File: config.mk
export PLATFORM = sky130hd
export DESIGN_NAME = b_vector_store
export DESIGN_NICKNAME = d
export VERILOG_FILES = /design/src/rtl/b_vector_pkg.sv /design/src/rtl/b_vector_regfile.sv /design/src/rtl/b_vector_store.sv
export SDC_FILE = /design/constraint.sdc
export NUM_CORES = 1
export LEC_CHECK = 0
export CAP_MARGIN = 20
export CORE_AREA = 2 2 160 162
export CTS_CLUSTER_DIAMETER = 120
export CTS_CLUSTER_SIZE = 20
export DETAILED_ROUTE_END_ITERATION = 8
export DIE_AREA = 0 0 162 164
export PLACE_DENSITY = 0.8
export SLEW_MARGIN = 25
export SYNTH_ARGS = -nofsm -noshare
export SYNTH_HDL_FRONTEND = slang
export SYNTH_HIERARCHICAL = 1
export SYNTH_SLANG_ARGS = --single-unit
File: constraint.sdc
create_clock -name clock -period 1.91 [get_ports clock]
set_clock_uncertainty 0.05 [all_clocks]
set_input_delay 0.191 -clock clock [delete_from_list [all_inputs] [get_ports clock]]
set_output_delay 0.191 -clock clock [all_outputs]
set_load 0.02 [all_outputs]
File: src/rtl/b_vector_pkg.sv
// Shared types and widths for the bias/weight vector store blocks.
package b_vector_pkg;

   localparam int B_DATA_W = 16;
   localparam int B_ADDR_W = 9;

   typedef enum logic [1:0] {
      ST_IDLE,
      ST_LOAD,
      ST_DONE,
      ST_READY
   } b_store_state_t;

   // Index width for a store of the given depth; a 1-entry store still needs a 1-bit index.
   function automatic int ptr_width(input int depth);
      return (depth > 1) ? $clog2(depth) : 1;
   endfunction

endpackage

File: src/rtl/b_vector_regfile.sv
// DEPTH x B_DATA_W flop array: one synchronous write port, one combinational
// read port, synchronous clear of every entry.
module b_vector_regfile
   import b_vector_pkg::*;
#(
   parameter int DEPTH = 16,
   localparam int AW = ptr_width(DEPTH)
) (
   input  logic                clock,
   input  logic                reset_n,
   input  logic                clear,
   input  logic                wr_en,
   input  logic [AW-1:0]       wr_addr,
   input  logic [B_DATA_W-1:0] wr_data,
   input  logic [AW-1:0]       rd_addr,
   output logic [B_DATA_W-1:0] rd_data
);

   logic [DEPTH-1:0][B_DATA_W-1:0] mem;

   for (genvar i = 0; i < DEPTH; i++) begin : g_entry
      always_ff @(posedge clock or negedge reset_n) begin
         if (!reset_n) begin
            mem[i] <= '0;
         end else if (clear) begin
            mem[i] <= '0;
         end else if (wr_en && (wr_addr == AW'(i))) begin
            mem[i] <= wr_data;
         end
      end
   end

   assign rd_data = mem[rd_addr];

endmodule

File: src/rtl/b_vector_store.sv
// Bias vector store: streaming loader fills the regfile, manager reads it with 0-cycle latency.
// Define B_STORE_BOUNDS_CHECK_EN to reject addresses >= DEPTH and expose a sticky addr_error.
module b_vector_store
   import b_vector_pkg::*;
#(
   parameter int DEPTH = 16
) (
   input  logic                clock,
   input  logic                reset_n,
   input  logic                clear,
   input  logic                load_start,
   input  logic                load_valid,
   input  logic [B_DATA_W-1:0] load_data,
   output logic                load_ready,
   output logic                load_done,
   output logic                store_valid,
   input  logic                external_b_requested,
   input  logic [B_ADDR_W-1:0] external_b_address,
`ifdef B_STORE_BOUNDS_CHECK_EN
   output logic                addr_error,
`endif
   output logic [B_DATA_W-1:0] external_b_element
);

   localparam int AW = ptr_width(DEPTH);
   localparam logic [AW-1:0] LAST = AW'(DEPTH - 1);

   b_store_state_t      state;
   logic [AW-1:0]       wr_ptr;
   logic                beat;
   logic                lookup_hit;
   logic                addr_legal;
   logic [B_DATA_W-1:0] rd_data;

   // load_ready is high exactly while in LOAD, so it doubles as the state qualifier.
   assign beat = load_valid && load_ready;

   always_ff @(posedge clock or negedge reset_n) begin
      if (!reset_n) begin
         state       <= ST_IDLE;
         wr_ptr      <= '0;
         load_ready  <= 1'b0;
         load_done   <= 1'b0;
         store_valid <= 1'b0;
      end else if (clear) begin
         state       <= ST_IDLE;
         wr_ptr      <= '0;
         load_ready  <= 1'b0;
         load_done   <= 1'b0;
         store_valid <= 1'b0;
      end else begin
         load_done <= 1'b0;
         case (state)
            ST_IDLE: begin
               if (load_start) begin
                  state      <= ST_LOAD;
                  wr_ptr     <= '0;
                  load_ready <= 1'b1;
               end
            end
            ST_LOAD: begin
               if (beat) begin
                  if (wr_ptr == LAST) begin
                     state      <= ST_DONE;
                     load_ready <= 1'b0;
                     load_done  <= 1'b1;
                  end else begin
                     wr_ptr <= wr_ptr + 1'b1;
                  end
               end
            end
            ST_DONE: begin
               state       <= ST_READY;
               store_valid <= 1'b1;
            end
            ST_READY: begin
               if (load_start) begin
                  state       <= ST_LOAD;
                  wr_ptr      <= '0;
                  store_valid <= 1'b0;
                  load_ready  <= 1'b1;
               end
            end
            default: state <= ST_IDLE;
         endcase
      end
   end

   b_vector_regfile #(
      .DEPTH(DEPTH)
   ) u_regfile (
      .clock   (clock),
      .reset_n (reset_n),
      .clear   (clear),
      .wr_en   (beat),
      .wr_addr (wr_ptr),
      .wr_data (load_data),
      .rd_addr (external_b_address[AW-1:0]),
      .rd_data (rd_data)
   );

   assign lookup_hit = store_valid && external_b_requested;

`ifdef B_STORE_BOUNDS_CHECK_EN
   assign addr_legal = (32'(external_b_address) < 32'(DEPTH));

   always_ff @(posedge clock or negedge reset_n) begin
      if (!reset_n) begin
         addr_error <= 1'b0;
      end else if (clear) begin
         addr_error <= 1'b0;
      end else if (lookup_hit && !addr_legal) begin
         addr_error <= 1'b1;
      end
   end
`else
   // Without the check the address simply wraps modulo DEPTH; the high bits are dropped.
   assign addr_legal = 1'b1;

   if (AW < B_ADDR_W) begin : g_addr_hi
      logic unused_addr_hi;
      assign unused_addr_hi = ^external_b_address[B_ADDR_W-1:AW];
   end
`endif

   assign external_b_element = (lookup_hit && addr_legal) ? rd_data : '0;

endmodule

==> results of run 1 <==
[synth_stat cells (2+ instances only)]
cell / count
dfrtp_1: 265
nand3_1: 260
a21oi_1: 259
o21ai_0: 257
clkbuf_1: 134
mux4_2: 51
buf_2: 35
a22oi_1: 32
nand2_1: 19
and3_1: 17
buf_1: 10
mux4_1: 10
inv_1: 8
buf_4: 5
buf_6: 5
nand2b_1: 5
ha_1: 4
nor2b_1: 4
o32ai_1: 4
mux4_4: 3
nand3b_1: 3
nor2_1: 3
and2_1: 2
and3b_1: 2
dlygate4sd1_1: 2
nand4b_1: 2
[routing by layer]
| layer | part of all wire, % | global-route usage (%) |
|---|---|---|
| met5 | 0 | 0 |
| met2 | 48 | 51.8 |
| met4 | 5.4 | 19.5 |
| met3 | 9.9 | 5.23 |
| met1 | 37 | 41.2 |
[cells in the final DEF, fill, tap and decap left out, types with 5 or more instances in the layout]
master           synthesis  layout
mux4_2                  51      60
a21oi_1                259     259
clkdlybuf4s50_1          0      24
clkbuf_16                0      18
buf_6                    5      17
and3_4                   0       9
nand3_1                260     259
inv_1                    8       8
a22oi_2                  0      28
buf_4                    5      47
and3_1                  17       7
dfrtp_1                265     263
nand2_1                 19      14
buf_12                   0      39
o21ai_0                257     256
diode_2                  0       5
nand2_2                  1       6
[metrics by stage]
step	std cells	cell area, um^2	setup slack (ps)	util, %	total power, mW
floorplan	1425	13700	49.5	-	6.64
global route	1716	15600	-469	62.7	11.2
CTS	1708	15500	-414	62.3	10.8
finish	1716	15600	-434	62.7	10.8
global placement	1686	14900	-565	59.9	7.26
detailed placement	1686	14900	-561	59.9	7.30
[worst max-delay path: cells and delay by family (launching register included)]
kind,cells,cell delay (ps)
muxes,1,610
DFF,1,390
and+or+nand+nor,2,270
AOI/OAI and AO/OA,1,210
buffers and inverters,1,120
[sequential cells by signal, indices dropped and copies added, names as in the netlist]
| register | flops |
|---|---|
| load_done | 1 |
| state | 2 |
| u_regfile/mem | 256 |
| wr_ptr | 4 |
| load_ready | 1 |
| store_valid | 1 |
[repair_timing]
action                                 in CTS  in global routing
hold buffers                                1                  0
endpoints found under the hold margin      81                  0
pin swaps                                  41                  6
resized for setup                         134                 14
setup buffers                               2                  2
setup endpoints to repair                  16                 22
gates cloned                                0                  1
[cell type report]
| class | count | area, um^2 | share of cell area [%] |
|---|---|---|---|
| Tap cell | 330 | 413 | 2.65 |
| Multi-Input combinational cell | 957 | 6390 | 41.1 |
| Clock buffer | 18 | 429 | 2.76 |
| Antenna cell | 5 | 12.5 | 0.0804 |
| Timing Repair Buffer | 132 | 1630 | 10.4 |
| Inverter | 8 | 30.0 | 0.193 |
| Sequential cell | 265 | 6630 | 42.7 |
| Clock inverter | 1 | 16.3 | 0.105 |
[power groups by stage]
stage | logic (mW) | registers, mW | clock network [mW]
after floorplan | 0.794 | 5.84 | 0
after global placement | 1.43 | 5.83 | 0
after detailed placement | 1.46 | 5.84 | 0
after CTS | 1.48 | 5.73 | 3.56
after global routing | 1.65 | 5.74 | 3.76
final | 1.56 | 5.73 | 3.55
[how the worst min path moves through the flow]
stage | slack, ps | startpoint | endpoint | depth (start not counted)
global placement | 110 | reset_n | u_regfile/mem[38] | 1
floorplan | -150 | reset_n | load_done | 0
CTS | 70 | clear | u_regfile/mem[97] | 2
detailed placement | 110 | reset_n | u_regfile/mem[150] | 1
global route | 80 | clear | u_regfile/mem[196] | 2
finish | 80 | clear | u_regfile/mem[97] | 2
[cells by family after synthesis]
kind of cell	synth area share, %
adder cells (fa/ha/maj)	0.365
flip-flops	48.4
AO/OA/AOI/OAI	21.6
multiplexers	10.8
buffers and inverters	6.53
AND/OR/NAND/NOR	12.3
==> summary.md, run 1 <==
| Metric | Value |
|---|---|
| Run status | `finished, violations left` |
| Failing checks | `setup timing` |
| Number of synthesis warnings | `6` |
| Startpoint type of the worst setup path | `flop` |
| Routed wire length | `42700 um` |
| Share of layout cells above drive strength 1 | `18.2%` |
| Net Sw Frac | `27.7%` |
| Remaining DRCs | `0` |
| EDFF count, synth | `0` |
| Worst R2R End | `u_regfile/mem[50]` |
| Max Slew Vio Count | `0` |
| Period utilisation layout | `123%` |
| Clk slew on worst S/H paths | `90 ps` |
| Mean Syn Cell Area | `9.62 um^2` |
| DR WL/cell | `24.9 um` |
| R2R Setup Slk | `20 ps` |
| Max Cap Viol | `0` |
| Total I/O pin count | `50` |
| Worst-path cell chain | `mux4_4 -> a22oi_2 -> nand2_2 -> and3_4 -> buf_6` |
| Worst-Skew Late Latency | `510 ps` |
| Detailed placement HPWL | `23500 um` |
| Iter 0 DRT Violations | `1811` |
| Synth area leader | `dfrtp_1` |
| Most common flop cell mapped by yosys | `dfrtp_1` |
| Initial Util | `55.2%` |
| CTS sink cnt | `265` |
| Die Width | `162 um` |
| Rows | `58` |
| Distinct cells, synth | `50` |
| Clock buffer depth | `3` |
| Die H | `164 um` |
| Post-Syn Nets | `1460` |
| First-pass GRT wire length | `67500 um` |
| Max Fclk | `427 MHz` |
| Cell Area, Synth | `13700 um^2` |
| Cells after Synth | `1425` |
| Worst path required time | `1670 ps` |
| Root Driver | `clkbuf_16` |
| Fin Hold WS | `77.0 ps` |
| Ys async rst share | `100%` |
| CTS tree | `built` |
| Core area | `24800 um^2` |
| Minimum clock period | `2340 ps` |
| Drt first pass iters | `5` |
| Largest net degree at the start of global routing | `65` |
| DR vias | `12248` |
| Top cell type's share of synthesized area | `48.4%` |
| CP startpoint | `u_regfile/mem[59]` |
| Total GRT Usage | `32.1%` |
| Sequential share of power | `52.9%` |
| Routed Antenna Nets | `0` |
| Clk pwr share | `32.7%` |
| PnR worst setup slack | `-434 ps` |
| Logic pwr share | `14.4%` |
| Area growth syn-to-layout | `13.4%` |
| #FFs+latches synth | `265` |
| PD cells | `697 nW/um^2` |
| Remaining Overflow, GRT | `0` |
| Sequential fraction of the synthesis area | `48.4%` |
| Max_slew headroom | `57.0%` |
| Hold Crit Class | `input port to flop` |
| CP max FO | `2` |
| Peak supply drop | `0.526 mV` |
| Filler instances | `1926` |
| RSZ-0062 raised after global routing | `yes` |
| Fin nets | `1416` |
| Pint | `7.83 mW` |
| Critical Path End Type | `output port` |
| Worst EP arrival | `2100 ps` |
| Final Hold Viols | `0` |
| Net Sw Power | `3.00 mW` |
| Vias in the first global route | `12451` |
| IO buf count | `44` |
| Final GP Congestion | `0.824` |
| Slowest cell delay on critical path | `610 ps` |
| Total negative slack | `-4930 ps` |
| Crit Path Category | `flop to output port` |
| Leakage | `6.04 nW` |
| Setup violations, final | `16` |
| R2R depth | `6` |
| Number of CTS-inserted buffers | `17` |
| Initial antenna violation count | `5` |
| Slew @ Worst Pin | `643 ps` |
| CTS H-tree depth | `1` |
| Reg2Reg Launch Point | `load_ready` |
| Critical path's slowest cell | `mux4_4` |
| Die footprint | `26600 um^2` |
| Via/cell ratio | `7.14` |
| CP Capture Point | `external_b_element[11]` |
| Synth top area cells | `dfrtp_1 (48%), nand3_1 (9.5%), a21oi_1 (9.5%), o21ai_0 (9.4%), mux4_2 (8.4%)` |
(Power assumes the default switching activity.)
==> inputs of run 2 (changes only) <==
--- a/config.mk
+++ b/config.mk
@@ -12,8 +12,10 @@
 export DETAILED_ROUTE_END_ITERATION = 8
 export DIE_AREA = 0 0 162 164
 export PLACE_DENSITY = 0.8
+export REMOVE_ABC_BUFFERS = 1
 export SLEW_MARGIN = 25
 export SYNTH_ARGS = -nofsm -noshare
 export SYNTH_HDL_FRONTEND = slang
 export SYNTH_HIERARCHICAL = 1
 export SYNTH_SLANG_ARGS = --single-unit
+export TNS_END_PERCENT = 1
==> constraint.sdc (replaced) <==
create_clock -name clock -period 1.91 [get_ports clock]
set_clock_uncertainty 0.05 [all_clocks]
set_input_delay 0.191 -clock clock [delete_from_list [all_inputs] [get_ports clock]]
set_output_delay 0.191 -clock clock [all_outputs]
set_load 0.1 [all_outputs]
==> run 2 against run 1 <==
Effect of this change: flip-flop and latch count unchanged; total power increased by 0.11%; fmax decreased by 0.16%; final area increased by 0.67%; critical path type unchanged; combinational power increased by 4%; wire length decreased by 6.3%; clock power decreased by 1%; non-clock buffer count decreased by 4; hold slack got worse by 20 ps; sequential power about the same; global-route usage decreased by 1.4 points; the run still ends with setup timing left.
==> summary.md, run 2 (same netlist as run 1, synthesis figures left out) <==
| Metric | Value |
|---|---|
| Run status | `finished, violations left` |
| Failing checks | `setup timing` |
| CTS sink cnt | `265` |
| CP Capture Point | `external_b_element[15]` |
| IO buf count | `44` |
| Hold Crit Class | `input port to flop` |
| Number of cells on the critical path | `5` |
| Slowest cell delay on critical path | `610 ps` |
| Peak supply drop | `0.667 mV` |
| Reg2Reg Launch Point | `load_ready` |
| Routed Antenna Nets | `0` |
| Area growth syn-to-layout | `14.2%` |
| Rows | `58` |
| Die H | `164 um` |
| Slew @ Worst Pin | `660 ps` |
| CP max FO | `2` |
| Total I/O pin count | `50` |
| Worst-path cell chain | `mux4_4 -> a22oi_2 -> nand2_1 -> and3_4 -> buf_12` |
| Via/cell ratio | `7.01` |
| Critical path's slowest cell | `mux4_4` |
| PD cells | `693 nW/um^2` |
| CTS H-tree depth | `1` |
| Max Fclk | `426 MHz` |
| CP delay by family, top | `multiplexers` |
| Largest regs | `u_regfile/mem: 256 flops, wr_ptr: 4 flops, state: 2 flops` |
| Die Width | `162 um` |
| Number of CTS-inserted buffers | `17` |
| DR vias | `11963` |
| Clk slew on worst S/H paths | `80 ps` |
| Critical Path End Type | `output port` |
| Minimum clock period | `2350 ps` |
| Total GRT Usage | `30.7%` |
| Initial Util | `55.2%` |
| Share of layout cells above drive strength 1 | `17.6%` |
| Largest net degree at the start of global routing | `74` |
| Fin Hold WS | `56.6 ps` |
| PnR worst setup slack | `-438 ps` |
| Worst R2R End | `u_regfile/mem[44]` |
| Iter 0 DRT Violations | `1517` |
| Core area | `24800 um^2` |
| Worst EP arrival | `2110 ps` |
| Final Non-Filler Cells | `1706` |
| Die footprint | `26600 um^2` |
| Final Hold Viols | `0` |
| Commonest cells after routing, fill and taps aside | `dfrtp_1 (265), nand3_1 (259), a21oi_1 (259)` |
| R2R Setup Slk | `90 ps` |
| Crit Path Category | `flop to output port` |
| DR WL/cell | `23.5 um` |
| Max Cap Viol | `0` |
| Commonest non-fill, non-tap cell in the layout | `dfrtp_1` |
| Period utilisation layout | `123%` |
| R2R depth | `6` |
| Worst-Skew Late Latency | `500 ps` |
| Routed wire length | `40000 um` |
| Vias in the first global route | `12224` |
| Setup violations, final | `16` |
| Detailed placement HPWL | `21600 um` |
| CTS tree | `built` |
| Remaining DRCs | `0` |
| Largest Register | `u_regfile/mem` |
| RSZ-0062 raised after global routing | `yes` |
| Crit path buffers/inverters | `1` |
| Final GP Congestion | `0.791` |
| Clock buffer depth | `3` |
| Remaining Overflow, GRT | `0` |
| Max Slew Vio Count | `0` |
| First-pass GRT wire length | `65100 um` |
| CP startpoint | `u_regfile/mem[47]` |
| Startpoint type of the worst setup path | `flop` |
| Placed Instances | `1686` |
| Fin nets | `1412` |
| Leakage | `6.08 nW` |
| Initial antenna violation count | `0` |
| Drt first pass iters | `6` |
| ANT cells | `0` |
| Max_slew headroom | `56.0%` |
| Worst path required time | `1670 ps` |
| Root Driver | `clkbuf_16` |
| Max FFs per register | `256` |
-- run 2: metrics by stage --
step / setup slack (ps) / power (mW) / setup TNS (ps) / utilization [%] / cell area, um^2
after floorplan: -3540 / 6.44 / -455940 / - / 12800
after global placement: -179 / 7.38 / -7660 / 60.6 / 15000
after detailed placement: -240 / 7.41 / -10610 / 60.6 / 15000
after CTS: -410 / 10.8 / -5340 / 63.0 / 15600
after global routing: -502 / 11.2 / -6360 / 63.1 / 15700
final: -438 / 10.8 / -5390 / 63.1 / 15700
-- run 2: how the worst min path moves through the flow --
stage            start                  to  slack, ps  depth (start not counted)
2_1_floorplan  reset_n           load_done       -150                          0
3_3_place_gp   reset_n  u_regfile/mem[254]        170                          1
3_5_place_dp   reset_n  u_regfile/mem[158]        180                          1
4_1_cts          clear  u_regfile/mem[147]         50                          2
5_1_grt          clear  u_regfile/mem[221]         70                          2
6_report         clear           wr_ptr[0]         60                          2
-- run 2: layout make-up --
| cell class | count | area [um^2] |
|---|---|---|
| clock buffers | 17 | 425 |
| fillers | 2016 | 9160 |
| repair buffers | 128 | 1750 |
| clock inverters | 1 | 16.3 |
| inverters | 8 | 30.0 |
| well taps | 330 | 413 |
| flip-flops and latches | 265 | 6630 |
| multi-input cells | 957 | 6390 |
-- run 2: power breakdown --
part / switching, mW / internal, mW / leakage, nW / total, mW
sequential: 0.0487 / 5.67 / 3.70 / 5.71
combinational: 1.11 / 0.524 / 2.16 / 1.63
clock: 1.88 / 1.62 / 0.217 / 3.50
total: 3.04 / 7.81 / 6.08 / 10.8
-- run 2: routing by layer --
layer | GRT usage, % | part of all wire (%) | vias to the layer above
li1 | - | - | 5120
met1 | 40.7 | 38 | 6029
met2 | 51.2 | 49 | 693
met3 | 4.77 | 9.4 | 121
met4 | 12.5 | 3.5 | 0
met5 | 0 | 0 | -
-- run 2: repair_timing --
| item | CTS | global route |
|---|---|---|
| resized for setup | 33 | 18 |
| buffers inserted | 1 | 0 |
| hold endpoints to repair | 61 | 0 |
| hold buffers | 1 | 0 |
| endpoints found under the setup margin | 16 | 24 |
| pin swaps | 24 | 2 |
